$ cat src/rtl/uart_pkg.sv
// Shared definitions for the UART receive/transmit blocks: parity modes,
// receiver state encoding and a counter-width helper.
package uart_pkg;

  localparam int PAR_NONE = 0;
  localparam int PAR_ODD  = 1;
  localparam int PAR_EVEN = 2;

  typedef enum logic [2:0] {
    ST_IDLE,
    ST_START,
    ST_DATA,
    ST_PARITY,
    ST_STOP,
    ST_WAIT_IDLE
  } rx_state_e;

  // Width needed to hold 0..n-1, never less than one bit.
  function automatic int cnt_width(input int n);
    return (n <= 2) ? 1 : $clog2(n);
  endfunction

endpackage

$ cat src/rtl/uart_sync_fifo.sv
// Synchronous first-word-fall-through FIFO with a registered head word.
// A push into a full FIFO is only accepted when a pop frees a slot in the same cycle.
module uart_sync_fifo
  import uart_pkg::*;
#(
  parameter int WIDTH = 8,
  parameter int DEPTH = 4
) (
  input  logic                       clk,
  input  logic                       rst_n,
  input  logic                       push,
  input  logic [WIDTH-1:0]           push_data,
  output logic                       full,
  input  logic                       pop,
  output logic [WIDTH-1:0]           head,
  output logic                       empty,
  output logic [$clog2(DEPTH):0]     count
);

  localparam int PW = cnt_width(DEPTH);
  localparam int CW = $clog2(DEPTH) + 1;

  logic [WIDTH-1:0] mem_q [DEPTH];
  logic [PW-1:0]    wr_ptr_q;
  logic [PW-1:0]    rd_ptr_q;
  logic [PW-1:0]    rd_next;
  logic [CW-1:0]    count_q;
  logic [WIDTH-1:0] head_q;
  logic             push_ok;
  logic             pop_ok;

  assign empty   = (count_q == '0);
  assign full    = (count_q == CW'(DEPTH));
  assign pop_ok  = pop & ~empty;
  assign push_ok = push & (~full | pop_ok);
  assign rd_next = rd_ptr_q + 1'b1;
  assign head    = head_q;
  assign count   = count_q;

  always_ff @(posedge clk or negedge rst_n) begin
    if (!rst_n) begin
      for (int i = 0; i < DEPTH; i++) mem_q[i] <= '0;
      wr_ptr_q <= '0;
      rd_ptr_q <= '0;
      count_q  <= '0;
      head_q   <= '0;
    end else begin
      if (push_ok) begin
        mem_q[wr_ptr_q] <= push_data;
        wr_ptr_q        <= wr_ptr_q + 1'b1;
      end
      if (pop_ok) rd_ptr_q <= rd_next;
      case ({push_ok, pop_ok})
        2'b10:   count_q <= count_q + 1'b1;
        2'b01:   count_q <= count_q - 1'b1;
        default: count_q <= count_q;
      endcase
      // The head register tracks whatever word will be at the read pointer next cycle.
      if (push_ok && (empty || (pop_ok && count_q == CW'(1)))) head_q <= push_data;
      else if (pop_ok && count_q > CW'(1))                     head_q <= mem_q[rd_next];
    end
  end

endmodule

$ cat src/rtl/uart_rx_fifo.sv
// UART receiver with configurable framing, error detection and a receive FIFO
// exposing a ready/valid read side.
module uart_rx_fifo
  import uart_pkg::*;
#(
  parameter int CLKS_PER_BIT = 434,
  parameter int DATA_BITS    = 8,
  parameter int PARITY       = 0,
  parameter int STOP_BITS    = 1,
  parameter int FIFO_DEPTH   = 4
) (
  input  logic                          clk,
  input  logic                          rst_n,
  input  logic                          rxd,
  output logic [DATA_BITS-1:0]          rx_data,
  output logic                          rx_valid,
  input  logic                          rx_ready,
  output logic [$clog2(FIFO_DEPTH):0]   fifo_count,
  output logic                          frame_err,
  output logic                          parity_err,
  output logic                          overrun
);

  localparam int              CNT_W     = cnt_width(CLKS_PER_BIT);
  localparam logic [CNT_W-1:0] LAST_CNT = CNT_W'(CLKS_PER_BIT - 1);
  localparam logic [CNT_W-1:0] HALF_CNT = CNT_W'(CLKS_PER_BIT / 2 - 1);
  localparam logic [3:0]      LAST_BIT  = 4'(DATA_BITS - 1);
  localparam logic            STOP_LAST = 1'(STOP_BITS - 1);
  localparam logic            ODD_MODE  = (PARITY == PAR_ODD);

  logic                 rxd_meta_q;
  logic                 rxd_s_q;
  rx_state_e            state_q;
  logic [CNT_W-1:0]     cnt_q;
  logic [3:0]           bit_idx_q;
  logic                 stop_idx_q;
  logic [DATA_BITS-1:0] shift_q;
  logic                 stop_bad_q;
  logic                 par_bad_q;
  logic                 frame_err_q;
  logic                 parity_err_q;
  logic                 overrun_q;
  logic                 bit_tick;
  logic                 final_stop;
  logic                 push_d;
  logic                 fifo_full;
  logic                 fifo_empty;

  always_ff @(posedge clk or negedge rst_n) begin
    if (!rst_n) begin
      rxd_meta_q <= 1'b1;
      rxd_s_q    <= 1'b1;
    end else begin
      rxd_meta_q <= rxd;
      rxd_s_q    <= rxd_meta_q;
    end
  end

  assign bit_tick   = (cnt_q == LAST_CNT);
  assign final_stop = (state_q == ST_STOP) && bit_tick && (stop_idx_q == STOP_LAST);
  // The word enters the FIFO in the very cycle its last stop bit is sampled.
  assign push_d     = final_stop && rxd_s_q && !stop_bad_q && !par_bad_q;

  always_ff @(posedge clk or negedge rst_n) begin
    if (!rst_n) begin
      state_q      <= ST_IDLE;
      cnt_q        <= '0;
      bit_idx_q    <= '0;
      stop_idx_q   <= 1'b0;
      shift_q      <= '0;
      stop_bad_q   <= 1'b0;
      par_bad_q    <= 1'b0;
      frame_err_q  <= 1'b0;
      parity_err_q <= 1'b0;
      overrun_q    <= 1'b0;
    end else begin
      frame_err_q  <= 1'b0;
      parity_err_q <= 1'b0;
      overrun_q    <= push_d & fifo_full & ~rx_ready;
      case (state_q)
        ST_IDLE: begin
          cnt_q      <= '0;
          bit_idx_q  <= '0;
          stop_idx_q <= 1'b0;
          stop_bad_q <= 1'b0;
          par_bad_q  <= 1'b0;
          if (!rxd_s_q) state_q <= ST_START;
        end
        ST_START: begin
          if (cnt_q == HALF_CNT) begin
            cnt_q   <= '0;
            state_q <= rxd_s_q ? ST_IDLE : ST_DATA;
          end else begin
            cnt_q <= cnt_q + 1'b1;
          end
        end
        ST_DATA: begin
          if (bit_tick) begin
            cnt_q   <= '0;
            shift_q <= {rxd_s_q, shift_q[DATA_BITS-1:1]};
            if (bit_idx_q == LAST_BIT) state_q <= (PARITY != PAR_NONE) ? ST_PARITY : ST_STOP;
            else                       bit_idx_q <= bit_idx_q + 4'd1;
          end else begin
            cnt_q <= cnt_q + 1'b1;
          end
        end
        ST_PARITY: begin
          if (bit_tick) begin
            cnt_q     <= '0;
            par_bad_q <= ((^shift_q) ^ rxd_s_q) != ODD_MODE;
            state_q   <= ST_STOP;
          end else begin
            cnt_q <= cnt_q + 1'b1;
          end
        end
        ST_STOP: begin
          if (bit_tick) begin
            cnt_q <= '0;
            if (stop_idx_q == STOP_LAST) begin
              if (!rxd_s_q || stop_bad_q) begin
                frame_err_q <= 1'b1;
                state_q     <= ST_WAIT_IDLE;
              end else begin
                parity_err_q <= par_bad_q;
                state_q      <= ST_IDLE;
              end
            end else begin
              stop_bad_q <= stop_bad_q | ~rxd_s_q;
              stop_idx_q <= 1'b1;
            end
          end else begin
            cnt_q <= cnt_q + 1'b1;
          end
        end
        ST_WAIT_IDLE: begin
          if (rxd_s_q) state_q <= ST_IDLE;
        end
        default: state_q <= ST_IDLE;
      endcase
    end
  end

  uart_sync_fifo #(
    .WIDTH(DATA_BITS),
    .DEPTH(FIFO_DEPTH)
  ) u_fifo (
    .clk      (clk),
    .rst_n    (rst_n),
    .push     (push_d),
    .push_data(shift_q),
    .full     (fifo_full),
    .pop      (rx_ready),
    .head     (rx_data),
    .empty    (fifo_empty),
    .count    (fifo_count)
  );

  assign rx_valid   = ~fifo_empty;
  assign frame_err  = frame_err_q;
  assign parity_err = parity_err_q;
  assign overrun    = overrun_q;

endmodule

$ cat config.mk
export PLATFORM = sky130hd
export DESIGN_NAME = uart_rx_fifo
export DESIGN_NICKNAME = d
export VERILOG_FILES = /design/src/rtl/uart_pkg.sv /design/src/rtl/uart_sync_fifo.sv /design/src/rtl/uart_rx_fifo.sv
export SDC_FILE = /design/constraint.sdc
export NUM_CORES = 1
export LEC_CHECK = 0
export CAP_MARGIN = 20
export CORE_ASPECT_RATIO = 1.4
export CORE_MARGIN = 4
export CORE_UTILIZATION = 45
export DETAILED_ROUTE_END_ITERATION = 8
export GPL_ROUTABILITY_DRIVEN = 0
export PLACE_DENSITY_LB_ADDON = 0.25
export REMOVE_ABC_BUFFERS = 1
export SYNTH_ARGS = -nofsm -noshare
export SYNTH_HDL_FRONTEND = slang
export SYNTH_HIERARCHICAL = 1
export SYNTH_SLANG_ARGS = --single-unit
$ cat constraint.sdc
create_clock -name clk -period 3.5 [get_ports clk]
set_input_delay 0.525 -clock clk [delete_from_list [all_inputs] [get_ports clk]]
set_output_delay 0.525 -clock clk [all_outputs]
set_load 0.05 [all_outputs]
==> summary.md, run 1 <==
| Metric | Value |
|---|---|
| Core Area | 0.00830 mm² |
| CTS Sinks | 79 |
| Met3 wire len | 195 µm |
| Post-CTS setup buffers | 0 |
| Via count | 2531 |
| Total gr overflow | 0 |
| R2r startpoint | cnt_q[3] |
| Largest family of logic cells by synthesized area | multiplexers |
| Area share of the largest cell type after synthesis | 49.3% |
| Worst-Skew Late Latency | 0.33 ns |
| Most frequent cells in the layout | dfrtp_1, mux2_2, nand2_1, clkdlybuf4s50_1, inv_1 |
| P&R area growth vs syn | 15.2% |
| Endpoints failing setup | 0 |
| Count of final hold-check violations | 0 |
| Psw | 659 µW |
| Synth Cell Area | 0.00390 mm² |
| FMAX | 363 MHz |
| Top cells by area in the synthesized netlist | dfrtp_1, mux2_2, ha_1 |
| Worst Path Required | 3.75 ns |
| Longest Clk Path Bufs | 2 |
| XOR/XNOR Fraction of Synth Area | 3.14% |
| Fillers | 723 |
| Simple-Gate Fraction of Synth Area | 12.3% |
| Number of CTS-inserted buffers | 9 |
| Final Skew | 0.00492 ns |
| Area of the multi-input gates | 0.00181 mm² |
| Clk slew on worst S/H paths | 0.06 ns |
| Seq cells post-synth | 79 |
| CP startpoint | cnt_q[3] |
| Synth warn | 6 |
| Adder-Cell Fraction of Synth Area | 4.17% |
| First-pass GRT wire length | 12800 µm |
| Initial antenna violation count | 0 |
| DP Area | 0.00415 mm² |
| Largest net degree at the start of global routing | 80 |
| Final period util | 78.6% |
| Ant. Diodes | 0 |
| Pins over their slew limit | 0 |
| P_leak | 0.00214 µW |
| Synth Flop Type | dfrtp_1 |
| Iter 0 DRT Violations | 138 |
| RSZ-0062 raised after global routing | false |
| Die height | 118 µm |
| Status | completed |
| I/O Pins | 19 |
| Max cap viols | 0 |
| Unique masters post-synth | 55 |
| Area leader, netlist | dfrtp_1 |
| Starting Density | 47.1% |
| Comb pwr share | 15.8% |
| Layout cells sized above 1 | 20.5% |
| Seq. cell area | 0.00198 mm² |
| Sequential area share after synthesis | 50.7% |
| Cell Int Power | 1710 µW |
| Vias in the first global route | 2483 |
| CP arrival | 3.01 ns |
| Min Clock Period, post-route | 2.75 ns |
| Relative slew margins | 57.4% |
| Antenna Nets Post-Route | 0 |
| Async set-reset flop share out of synthesis | 100% |
| Met1 wire length | 3160 µm |
| Worst setup path end | u_fifo/count[2] |
| Port Buf Inserts | 18 |
| Clk root buf | clkbuf_16 |
| EDFF count, synth | 0 |
| Most common cell after layout, fill and taps aside | dfrtp_1 |
| Pin slew with the least headroom to its limit | 0.632 ns |
| Drt wl/cell | 17.2 µm |
| Setup TNS | 0 ns |
| Reg2reg setup slack | 0.75 ns |
| Crit path max fanout | 8 |
| Sequential share of power | 43.8% |
| Vias/cell | 5.71 |
| Post-synthesis mux area share | 17.3% |
| Drt total wl | 7610 µm |
| Die span in x | 86.7 µm |
| Post-Synthesis Cells | 316 |
| Tot GR Track Use | 16.2% |
| Sw Share | 27.8% |
| Routed wl met2 | 4110 µm |
| Power per Cell Area | 527 mW/mm² |
| Drc violations | 0 |
| CP Class | flop to flop |
| VDD IR max | 0.307 mV |
| Worst reg2reg path depth | 9 |
| Highest Signal Layer | met4 |
| Reg2reg end | u_fifo/count[2] |
| Hold crit path type | flop to flop |
| CP Launch Type | flop |
| Clock share of power | 40.4% |
| Post-DP HPWL | 5220 µm |
| Crit. End Element | flop |
| Fin nets | 353 |
| Row cnt | 39 |
| Die Area | 0.0103 mm² |
| Htree depth | 3 |
| CTS tree | built |
| Synth Area per Inst | 12.4 µm² |
| Pre-antenna DRT Iters | 4 |
| Final instance area | 0.00450 mm² |
| Total power | 2370 µW |
| Synth Area in Compound Gates | 9.36% |
[how the worst min path moves through the flow]
stage	from	end	slack (ns)	depth (start not counted)
2_1_floorplan	rst_n	bit_idx_q[0]	0.23	0
3_3_place_gp	rxd_meta_q	rxd_s_q	0.35	0
3_5_place_dp	rxd_meta_q	rxd_s_q	0.35	0
4_1_cts	rxd_meta_q	rxd_s_q	0.36	0
5_1_grt	rxd_meta_q	rxd_s_q	0.36	0
6_report	rxd_meta_q	rxd_s_q	0.36	0
[area by class of cell]
| cell class | count | share of cell area, % |
|---|---|---|
| Sequential cell | 79 | 44.0 |
| Multi-Input combinational cell | 211 | 40.2 |
| Clock buffer | 14 | 6.09 |
| Timing Repair Buffer | 20 | 4.78 |
| Tap cell | 102 | 2.84 |
| Inverter | 15 | 1.25 |
| Clock inverter | 2 | 0.834 |
[critical path, stage by stage (launching register included)]
cell and delay, ns:
dfrtp_1 0.44, or4b_4 0.61, nor2_4 0.21, nand4_1 0.17, nor2_1 0.21, o21a_1 0.33
inv_1 0.08, ha_1 0.35, nor2_1 0.15, xnor2_1 0.12
[timing repair]
action,in CTS,in global routing
endpoints found under the hold margin,0,6
gates resized for setup,0,0
hold buffers,0,1
[metal layers]
layer / GRT usage [%] / vias to the layer above
met5: 0 / -
met4: 7.89 / 0
met3: 3.20 / 11
met2: 27.4 / 40
met1: 19.3 / 1298
li1: - / 1182
[sequential cells by signal, summed over array words and instances, names as in the netlist, 3 cells and up]
name          cells
shift_q           8
u_fifo/head       8
cnt_q             9
u_fifo/mem_q     32
bit_idx_q         4
state_q           3
u_fifo/count      3
[synth_stat cells, types with 3 or more instances]
cell and number:
a21oi_1 5, nor2b_1 6, buf_2 4, mux2_1 9, nand4_1 4, clkbuf_1 4
and2_1 8, mux4_2 7, nand2_2 3, nor3_1 3, mux2i_1 3, nor2_1 12
nor4_1 3, ha_1 13, and3_1 3, o21ai_0 14, a21o_1 5, dfrtp_1 77
inv_1 15, mux2_2 32, nand2_1 17, a221o_1 8, nor3b_1 5, xnor2_1 13
nand3_1 6
[power groups by stage]
stage	clock (µW)	combinational, µW	sequential, µW
floorplan	0	208	1090
global placement	0	371	1050
detailed placement	0	374	1060
CTS	985	375	1040
global route	1020	405	1050
finish	958	375	1040
[through the flow]
stage               hold slack [ns]  utilization, %  setup WS, ns  cells
floorplan                     0.229               -         0.988    305
global placement              0.348            50.0         0.825    425
detailed placement            0.352            50.0         0.738    425
CTS                           0.360            53.8         0.725    441
global route                  0.364            54.2         0.484    443
finish                        0.359            54.2         0.749    443
[logic make-up after synthesis]
kind of cell | after synthesis
buffers and inverters | 26
adders and majority gates | 13
xor gates and xnor gates | 14
and+or+nand+nor | 82
AOI/OAI and AO/OA | 50
muxes | 52
DFF | 79
Note: power is estimated with default switching activity, not from simulation.
==> inputs of run 2 (changes only) <==
==> constraint.sdc (replaced) <==
create_clock -name clk -period 2.24 [get_ports clk]
set_input_delay 0.336 -clock clk [delete_from_list [all_inputs] [get_ports clk]]
set_output_delay 0.336 -clock clk [all_outputs]
set_load 0.05 [all_outputs]
==> run 2 against run 1 <==
  * The run now ends with hold timing left
  * Global-route usage increased by 0.29 points
  * Register-to-register slack got worse by 0.71 ns
  * Cell area increased by 4.9%
  * Worst hold slack got worse by 0.38 ns
  * First-iteration DRC count decreased by 37%
  * Via count increased by 3.4%
  * Critical path type unchanged
==> summary.md, run 2 (synthesis results as in run 1) <==
| Metric | Value |
|---|---|
| Status | finished with violations |
| Failing checks | hold timing |
| P&R area growth vs syn | 20.9% |
| Clk root buf | clkbuf_16 |
| CP Class | flop to flop |
| Fin Hold WS | -0.0157 ns |
| Row cnt | 39 |
| Antenna Nets Post-Route | 0 |
| Ant. Diodes | 0 |
| Largest net degree at the start of global routing | 43 |
| Worst-Skew Late Latency | 0.34 ns |
| Iter 0 DRT Violations | 87 |
| Crit path max fanout | 3 |
| Pre-CTS setup slack | -0.0535 ns |
| CTS tree | built |
| VDD IR max | 0.552 mV |
| Most common cell after layout, fill and taps aside | dfrtp_1 |
| Drc violations | 0 |
| Hold crit path type | input port to async pin |
| Tot GR Track Use | 16.5% |
| Max cap viols | 0 |
| Setup TNS | 0 ns |
| Largest registers | u_fifo/mem_q x32, cnt_q x9 |
| Layout cells sized above 1 | 28.3% |
| Final period util | 98.3% |
| Largest register FFs | 32 |
| Most frequent cells in the layout | dfrtp_1, mux2_2, buf_4, nand2_1, clkdlybuf4s50_1 |
| Crit. End Element | flop |
| Worst Path Required | 2.46 ns |
| Htree depth | 3 |
| Drt total wl | 7830 µm |
| Min Clock Period, post-route | 2.20 ns |
| Pins over their slew limit | 0 |
| Starting Density | 47.1% |
| Clk slew on worst S/H paths | 0.06 ns |
| Core Area | 0.00830 mm² |
| Die span in x | 86.7 µm |
| Die height | 118 µm |
| Count of final hold-check violations | 33 |
| Power per Cell Area | 784 mW/mm² |
| CP arrival | 2.42 ns |
| CTS Sinks | 79 |
| Pre-antenna DRT Iters | 4 |
| Relative slew margins | 55.6% |
| Vias in the first global route | 2695 |
| Fillers | 674 |
| Fin nets | 380 |
| Post-DP HPWL | 5640 µm |
| I/O Pins | 19 |
| Die Area | 0.0103 mm² |
| Longest Clk Path Bufs | 2 |
| FMAX | 454 MHz |
| Pin slew with the least headroom to its limit | 0.659 ns |
| Number of CTS-inserted buffers | 9 |
| Final worst slack | 0.0384 ns |
| CP Launch Type | flop |
| Port Buf Inserts | 18 |
| Vias/cell | 5.57 |
| First-pass GRT wire length | 13300 µm |
| Via count | 2618 |
| Reg2reg setup slack | 0.04 ns |
| P_leak | 0.00230 µW |
| Drt wl/cell | 16.7 µm |
| Endpoints failing setup | 0 |
| Initial antenna violation count | 0 |
| Largest Register | u_fifo/mem_q |
| Final Skew | 0.00872 ns |
| Hold buffers post-CTS | 0 |
| RSZ-0062 raised after global routing | true |
| Total gr overflow | 0 |
run 2: per-stage QoR:
step	instance area [µm²]	cells	util, %	power [µW]
after detailed placement	4370	452	52.7	2250
after global routing	4720	470	56.9	3850
after floorplan	3840	305	-	2030
final	4720	470	56.9	3700
after CTS	4690	468	56.5	3750
after global placement	4370	452	52.7	2240
run 2: power breakdown:
group / switching, µW / internal, µW / total [µW]
logic: 397 / 256 / 653
clock network: 580 / 898 / 1480
registers: 92.5 / 1480 / 1570
run 2: what timing repair did:
| item | CTS | global route |
|---|---|---|
| setup endpoints to repair | 33 | 38 |
| gates resized for setup | 3 | 3 |
| buffers inserted | 0 | 2 |
| pin swaps | 3 | 2 |
run 2: path summary, 6_finish.rpt:
check,startpoint,end,cells past startpoint
min reg2reg,rxd_meta_q,rxd_s_q,0
max in group asynchronous,rst_n,rxd_s_q,2
max,cnt_q[6],u_fifo/count[2],10
max reg2reg,cnt_q[6],u_fifo/count[2],10
min in group clk,rxd_meta_q,rxd_s_q,0
min,rst_n,u_fifo/head[1],1
run 2: worst max-delay path: stages (launching register included):
cell and delay, ns:
dfrtp_1 0.37, or4b_4 0.56, nor2_4 0.10, nand4_1 0.14
nor2_2 0.16, o21a_1 0.15, inv_1 0.05, ha_2 0.20
mux2i_1 0.19, nor2_2 0.06, xnor2_1 0.12
run 2: cell type report:
cell class	instances	area, µm²	area share [%]
Timing Repair Buffer	47	418	8.85
Clock inverter	6	68.8	1.46
Inverter	15	56.3	1.19
Tap cell	102	128	2.70
Clock buffer	10	239	5.06
Sequential cell	79	1980	41.9
Multi-Input combinational cell	211	1830	38.8
run 2: layer usage:
metal	part of all wire [%]	track usage (%)	wire length (µm)
met1	42	19.7	3280
met2	53	28.0	4150
met3	2.7	3.76	208
met4	2.5	7.02	195
met5	0	0	0
==> inputs of run 3 (changes only) <==
--- a/config.mk
+++ b/config.mk
@@ -7,8 +7,8 @@
 export LEC_CHECK = 0
 export CAP_MARGIN = 20
 export CORE_ASPECT_RATIO = 1.4
-export CORE_MARGIN = 4
 export CORE_UTILIZATION = 45
+export CTS_CLUSTER_DIAMETER = 200
 export DETAILED_ROUTE_END_ITERATION = 8
 export GPL_ROUTABILITY_DRIVEN = 0
 export PLACE_DENSITY_LB_ADDON = 0.25
==> run 3 against run 2 <==
  * The flow still finishes with violations (hold timing)
  * Non-clock buffer count is 1 lower
  * Sequential share of layout area is essentially flat
  * Final cell count down 0.21%
  * Maximum frequency increased by 0.45%
  * Clock skew is 0.0028 ns lower
  * Sequential cell count stayed put
  * Register-to-register slack is essentially flat
  * Die area down 12%
  * Clock power fell by 3%
  * Via count shrank 3.1%
  * Critical path depth is 2 lower
  * Largest cell class unchanged
==> summary.md, run 3 (synthesis results as in run 1) <==
| Metric | Value |
|---|---|
| Fillers | 705 |
| Power per Cell Area | 777 mW/mm² |
| Total gr overflow | 0 |
| Endpoints failing setup | 0 |
| Hold buffers post-CTS | 0 |
| DP Area | 0.00437 mm² |
| CP bufs+invs | 1 |
| Most common cell after layout, fill and taps aside | dfrtp_1 |
| Die height | 112 µm |
| Die span in x | 80.7 µm |
| Largest registers | u_fifo/mem_q x32, cnt_q x9 |
| CP Launch Type | flop |
| Drt wl/cell | 16.3 µm |
| Largest register FFs | 32 |
| Post-DP HPWL | 5530 µm |
| R2r startpoint | cnt_q[3] |
| FMAX | 456 MHz |
| Pin slew with the least headroom to its limit | 0.618 ns |
| Top Family by Delay on Critical Path | simple AND/OR/NAND/NOR gates |
| Relative slew margins | 58.4% |
| Number of CTS-inserted buffers | 9 |
| Max cap viols | 0 |
| Row cnt | 39 |
| Crit path max fanout | 8 |
| Final core occ | 56.9% |
| Slowest-stage cell, CP | or4b_4 |
| Iter 0 DRT Violations | 88 |
| Clk root buf | clkbuf_16 |
| Clk slew on worst S/H paths | 0.06 ns |
| Most frequent cells in the layout | dfrtp_1, mux2_2, buf_4, nand2_1, clkdlybuf4s50_1 |
| Worst Path Required | 2.46 ns |
| Crit. End Element | flop |
| RSZ-0062 raised after global routing | true |
| P_leak | 0.00229 µW |
| CP Cell Sequence | or4b_4, nor2_4, nand4_1, nor2_2, o21a_1, buf_4, nand2_4, mux2_2 |
| Drc violations | 0 |
| Layout cells sized above 1 | 27.8% |
| Hold crit path type | input port to async pin |
| Total power | 3670 µW |
| Critical Path Max Stage Delay | 0.56 ns |
| CTS tree | built |
| Final instance area | 0.00472 mm² |
| Count of final hold-check violations | 23 |
| CP startpoint | cnt_q[3] |
| P&R area growth vs syn | 20.8% |
| Die Area | 0.00906 mm² |
| Fin nets | 379 |
| Pins over their slew limit | 0 |
| CTS Sinks | 79 |
| Initial antenna violation count | 0 |
| CP Class | flop to flop |
| Port Buf Inserts | 18 |
| Longest Clk Path Bufs | 2 |
| Vias/cell | 5.41 |
| CP arrival | 2.41 ns |
| Min Clock Period, post-route | 2.19 ns |
| Tot GR Track Use | 19.5% |
| Via count | 2537 |
| Htree depth | 3 |
| Final period util | 97.8% |
| I/O Pins | 19 |
| Starting Density | 47.1% |
| Ant. Diodes | 0 |
| Final Skew | 0.00588 ns |
| Fin Hold WS | -0.0163 ns |
| Antenna Nets Post-Route | 0 |
| Largest Register | u_fifo/mem_q |
| Status | finished with violations |
| Vias in the first global route | 2732 |
| Core Area | 0.00830 mm² |
| Failing checks | hold timing |
| Worst-Skew Late Latency | 0.34 ns |
| Largest net degree at the start of global routing | 43 |
| VDD IR max | 0.559 mV |
| Pre-antenna DRT Iters | 4 |
| First-pass GRT wire length | 13200 µm |
| Drt total wl | 7660 µm |
## run 3: path summary, 6_finish.rpt
kind                       slack [ns]            endpoint  cells past startpoint
max reg2reg                      0.05    u_fifo/mem_q[18]                      8
min                             -0.02  u_fifo/rd_ptr_q[0]                      1
max                              0.05    u_fifo/mem_q[18]                      8
min in group clk                 0.35             rxd_s_q                      0
min reg2reg                      0.35             rxd_s_q                      0
max in group asynchronous        1.72            cnt_q[8]                      2
## run 3: routing by layer
metal	track usage (%)	up-vias	wire length, µm	share of wire (%)
met5	0	-	0	0
met2	34.5	21	4170	54
met3	3.90	9	146	1.9
met4	9.05	0	127	1.7
li1	-	1236	-	-
met1	22.0	1271	3220	42
## run 3: worst register-to-register path, cell delays in order, from the launching register on
cell,delay (ns)
dfrtp_1,0.37
or4b_4,0.56
nor2_4,0.10
nand4_1,0.14
nor2_2,0.19
o21a_1,0.15
buf_4,0.16
nand2_4,0.11
mux2_2,0.30
## run 3: metrics by stage
stage	instances	setup TNS (ns)	setup WS [ns]
2_1_floorplan	305	-4.53	-0.272
3_3_place_gp	451	-0.00550	-0.00550
5_1_grt	469	-0.792	-0.0663
4_1_cts	467	0	0.00176
6_report	469	0	0.0482
3_5_place_dp	451	-0.552	-0.0590
## run 3: layout make-up
class / instances / area [µm²] / share of cell area (%)
Sequential cell: 79 / 1980 / 42.0
Multi-Input combinational cell: 211 / 1850 / 39.1
Timing Repair Buffer: 46 / 410 / 8.70
Clock buffer: 9 / 225 / 4.77
Tap cell: 102 / 128 / 2.71
Clock inverter: 7 / 72.6 / 1.54
Inverter: 15 / 56.3 / 1.19
## run 3: what timing repair did
action / CTS / global route
gates resized for setup: 6 / 0
setup buffers: 0 / 2
pin swaps: 0 / 10
endpoints found under the hold margin: 0 / 0
gates cloned: 0 / 0
endpoints found under the setup margin: 34 / 42
## run 3: report_power, final
group | internal [µW] | total [µW] | switching, µW
Sequential | 1480 | 1610 | 133
Combinational | 268 | 623 | 355
Clock | 863 | 1430 | 568
==> RTL edit 1 (flow settings as in run 1) <==
Re-encode `rx_state_e` (6 states) as one-hot, 6 bits wide.
--- a/src/rtl/uart_pkg.sv
+++ b/src/rtl/uart_pkg.sv
@@ -6,13 +6,13 @@
   localparam int PAR_ODD  = 1;
   localparam int PAR_EVEN = 2;
 
-  typedef enum logic [2:0] {
-    ST_IDLE,
-    ST_START,
-    ST_DATA,
-    ST_PARITY,
-    ST_STOP,
-    ST_WAIT_IDLE
+  typedef enum logic [5:0] {
+    ST_IDLE      = 6'b000001,
+    ST_START     = 6'b000010,
+    ST_DATA      = 6'b000100,
+    ST_PARITY    = 6'b001000,
+    ST_STOP      = 6'b010000,
+    ST_WAIT_IDLE = 6'b100000
   } rx_state_e;
 
   // Width needed to hold 0..n-1, never less than one bit.
Behaviour: no difference found for any inputs over 10 cycles, from zero or initial values and one cycle with rst_n low; not proved beyond that.
==> RTL edit 1 against run 1 <==
Utilization is 0.97 points lower. Worst setup slack better by 0.0036 ns. Sequential cell count stayed put. Wire length is 3.2% lower. Synthesized area is 1.5% lower. Design area is 2.4% lower. Synthesized cell count is 3.2% lower. Count of clock-buffer cells in the layout is 2 lower. First-iteration DRC count is 27% lower. Critical endpoint unchanged. Largest cell class unchanged.
Power is not compared: it rests on default switching activity, and its combinational part moved more than twofold at a synthesized area within 25%.
==> RTL edit 1: results (changes against run 1) <==
synth_area_leaders: "dfrtp_1 (49%), mux2_2 (12%), ha_1 (4.2%), mux4_2 (4.1%), a221o_1 (2.1%)"
finish.net_count: 341  # -3.4%
vdd_ir_drop_max_mv: 0.3711
cts_setup_buffers: 0  # unchanged
wirelength_um: 7363  # -3.2%
r2r_cells: 9  # unchanged
synth_common_cells: "dfrtp_1 (76), mux2_2 (41), nand2_1 (21)"
grt_max_degree: 80  # unchanged
critPathTopFamily: "simple AND/OR/NAND/NOR gates"
drt-pass1-iter-count: 5  # +1
place.detailed.hpwl_um: 4979  # -4.6%
status: "finished, final reports clean"
hp-class: "in -> async"
antennaDiodeCount: 0  # unchanged
grt_usage: 0.1620  # +0.0002307
ctsResizeCount: 0  # unchanged
antenna_found_initial: 0  # unchanged
top_regs: "u_fifo/mem_q: 32 flops, cnt_q: 9 flops"
max-clock-path-buffers: 2  # unchanged
synth_warnings: 6  # unchanged
synth-async-reset-ratio: 1.000  # unchanged
htreeDepth: 3  # unchanged
skew_ns: 0.009206  # +0.004286 ns
crit_start: "state_q[5]"
slew_headroom: 0.6026  # +0.02849
crit_path_max_incr_delay_ns: 0.46  # -0.15 ns
cts_buffers: 9  # unchanged
yosysSeqAreaShare: 0.5150  # +0.008075
synth_cell_types: 53  # -3.6%
root_buffer: "clkbuf_16"
leakagePower_uw: 0.002074
first_global_vias: 2565  # +3.3%
drt-initial-drc-count: 101  # -27%
worst-r2r-setup-slack_ns: 0.75
crit_arrival_ns: 3.01  # about the same
grt_pass1_wl_um: 12500  # -2.2%
layout-drive-gt1-share: 0.2340  # +0.02876
cp_max_fo: 7  # -1
worstSkewPairLatency_ns: 0.34
slowest_stage: "nor3_1"
viasPerCell: 5.506  # -3.6%
clkTransAtPathRegs_ns: 0.06  # about the same
fill_cells: 725  # +0.28%
io_buffer_count: 17  # -1
==> RTL edit 1: area by class of cell <==
cell class                 count  area share
inverter                      12     0.01026
clock inverter                 4     0.01111
sequential                    79      0.4510
multi-input combinational    204      0.4003
timing repair buffer          18     0.04444
tap                          102     0.02906
clock buffer                  12     0.05385
==> RTL edit 1: per-layer routing <==
metal,share of wire,track usage,up-vias
met2,0.54,0.2828,34
li1,-,-,1129
met5,0,0,-
met3,0.024,0.02174,14
met1,0.41,0.1833,1196
met4,0.029,0.09604,0
==> RTL edit 1: worst paths after layout <==
path / endpoint
setup / recovery: u_fifo/count[2]
hold / removal: stop_idx_q
setup reg to reg: u_fifo/count[2]
hold reg to reg: rxd_s_q
max in group asynchronous: rxd_s_q
min in group clk: rxd_s_q
==> RTL edit 1: cells by family (layout without fill, tap and decap cells) <==
family                     Yosys count  in the layout  synth area share
DFF                                 79             79            0.5150
xor gates and xnor gates            11             11           0.02505
and+or+nand+nor                     83             83            0.1217
other                                1              1         0.0009750
buffers and inverters               23             46           0.02798
adders and majority gates           13             13           0.04229
muxes                               56             56            0.1874
AOI/OAI and AO/OA                   40             40           0.07970
==> RTL edit 1: where the power goes <==
group          internal [uW]  total [uW]  switching (uW)
clock network            551         906             355
logic                    341         823             482
registers                987        1140             154
total                   1880        2870             991
==> RTL edit 1: metrics by stage <==
stage / worst slack [ns] / std cells / hold slack, ns / area [um2] / total power [uW]
6_report: 0.7526 / 431 / 0.04562 / 4392 / 2871
5_1_grt: 0.4791 / 431 / 0.05474 / 4392 / 3030
4_1_cts: 0.7499 / 430 / 0.3568 / 4364 / 2899
3_5_place_dp: 0.7760 / 414 / 0.3488 / 4079 / 1980
3_3_place_gp: 0.8721 / 414 / 0.3468 / 4079 / 1970
2_1_floorplan: 1.044 / 295 / 0.2294 / 3784 / 1738
==> RTL edit 2 (config.mk and constraints of run 1) <==
Made on the original files. The parameter `CLKS_PER_BIT` goes from 434 to 868.
--- a/src/rtl/uart_rx_fifo.sv
+++ b/src/rtl/uart_rx_fifo.sv
@@ -3,7 +3,7 @@
 module uart_rx_fifo
   import uart_pkg::*;
 #(
-  parameter int CLKS_PER_BIT = 434,
+  parameter int CLKS_PER_BIT = 868,
   parameter int DATA_BITS    = 8,
   parameter int PARITY       = 0,
   parameter int STOP_BITS    = 1,
Function: same outputs for any inputs over 10 cycles, from zero or initial values and one cycle with rst_n low; that may be too few to reach the edited logic, so the function may still have changed.
==> RTL edit 2 against run 1 <==
First-iteration DRC count decreased by 17%. Combinational power decreased by 3%. Design area increased by 1.1%. Wire length decreased by 0.62%. Global-route usage decreased by 0.41 points. Total power decreased by 1.4%. Sequential cell count increased by 1. Worst setup slack got worse by 0.22 ns. Highest routed layer unchanged. Synthesized area increased by 2.6%. Worst hold slack got worse by 0.017 ns. Critical path depth unchanged. Synthesized cell count increased by 3.5%. Final cell count increased by 2.3%. Clock skew increased by 0.0034 ns.
==> RTL edit 2: results (changes against run 1) <==
grt_max_degree: 81  # +1.3%
placed_cells: 437  # +2.8%
status: "finished, final reports clean"
synth_cell_types: 63  # +15%
grtUsageMet3: 0.03846  # +0.006450
tightest_slew_ns: 0.9838  # +0.3517 ns
cp_max_fo: 7  # -1
met1_usage: 0.1923  # -0.0002614
syn_inst: 327  # +3.5%
grt_usage: 0.1576  # -0.004083
synth_xor_area_frac: 0.03185  # +0.0004450
grt_pass1_wl_um: 12840  # +0.54%
synth_mux_area_frac: 0.1658  # -0.007239
wl_per_cell_um: 16.70  # -2.8%
skew_ns: 0.008281  # +0.003361 ns
synth_compound_area_frac: 0.09741  # +0.003849
top_regs: "u_fifo/mem_q: 32 flops, cnt_q: 10 flops"
vias: 2545  # +0.55%
crit_start: "cnt_q[2]"
crit_arrival_ns: 3.18  # +0.17 ns
vdd_ir_drop_max_mv: 0.5020  # +63%
place.detailed.hpwl_um: 5225  # about the same
placed_cell_area_um2: 4248  # +2.4%
first_global_vias: 2610  # +5.1%
yosysSeqAreaShare: 0.5002  # -0.006733
drt-initial-drc-count: 114  # -17%
power.switching_uw: 678.3  # +3.0%
leakagePower_uw: 0.002086  # -2.3%
RTL edit 2: cell count changes after synthesis, moves of 3 or more:
cell      delta
xnor2_1      -3
o211ai_1     +6
nand2_1      +9
nand3_1      -3
nand4_1      -3
nand3b_1     +4
a21o_1       -3
and3_1       -3
a21oi_1      -4
RTL edit 2: kinds of logic (layout without fill, tap and decap cells):
kind of cell             after synthesis  after routing
AO/OA/AOI/OAI                         51             51
XOR/XNOR                              13             13
adder cells (fa/ha/maj)               12             12
buffers and inverters                 26             47
flip-flops                            80             80
multiplexers                          51             51
AND/OR/NAND/NOR                       94             94
RTL edit 2: worst max-delay path, cell delays in order (launching register included):
cell and delay [ns]:
dfrtp_1 0.42, or3b_4 0.44, or3_1 0.53, nor3_1 0.43
o21a_1 0.36, inv_1 0.08, ha_1 0.24, mux2i_1 0.17
nor2_1 0.07, xnor2_1 0.12
RTL edit 2: path summary, 6_finish.rpt:
path / endpoint / slack [ns]
worst max-delay path: u_fifo/count[2] / 0.53
worst min-delay path: u_fifo/count[1] / 0.34
worst max register to register: u_fifo/count[2] / 0.53
worst min register to register: rxd_s_q / 0.36
max in group asynchronous: shift_q[4] / 2.51
min in group clk: rxd_s_q / 0.36
RTL edit 2: power by group through the flow:
stage                     Sequential [uW]  Clock [uW]  Combinational [uW]
after floorplan                      1100           0                 208
after global placement               1070           0                 363
after detailed placement             1070           0                 367
after CTS                            1060         952                 368
after global routing                 1060         989                 393
final                                1050         923                 363
RTL edit 2: metal layers:
layer,vias to the layer above,wire length [um],part of all wire
li1,1229,-,-
met1,1260,3314,0.44
met2,46,3880,0.51
met3,10,246,0.033
met4,0,122,0.016
met5,-,0,0
RTL edit 2: metrics by stage:
stage / worst slack (ns) / hold WS [ns]
3_5_place_dp: 0.5615 / 0.3482
4_1_cts: 0.5401 / 0.3573
3_3_place_gp: 0.6232 / 0.3498
6_report: 0.5334 / 0.3429
2_1_floorplan: 0.8250 / 0.2294
5_1_grt: 0.3337 / 0.3580
RTL edit 2: area by class of cell:
cell class,instances,area [um2]
fill,734,4113
sequential,80,2004
multi-input combinational,221,1886
clock buffer,9,225.2
timing repair buffer,18,177.7
tap,105,131.4
clock inverter,7,72.57
inverter,13,48.80
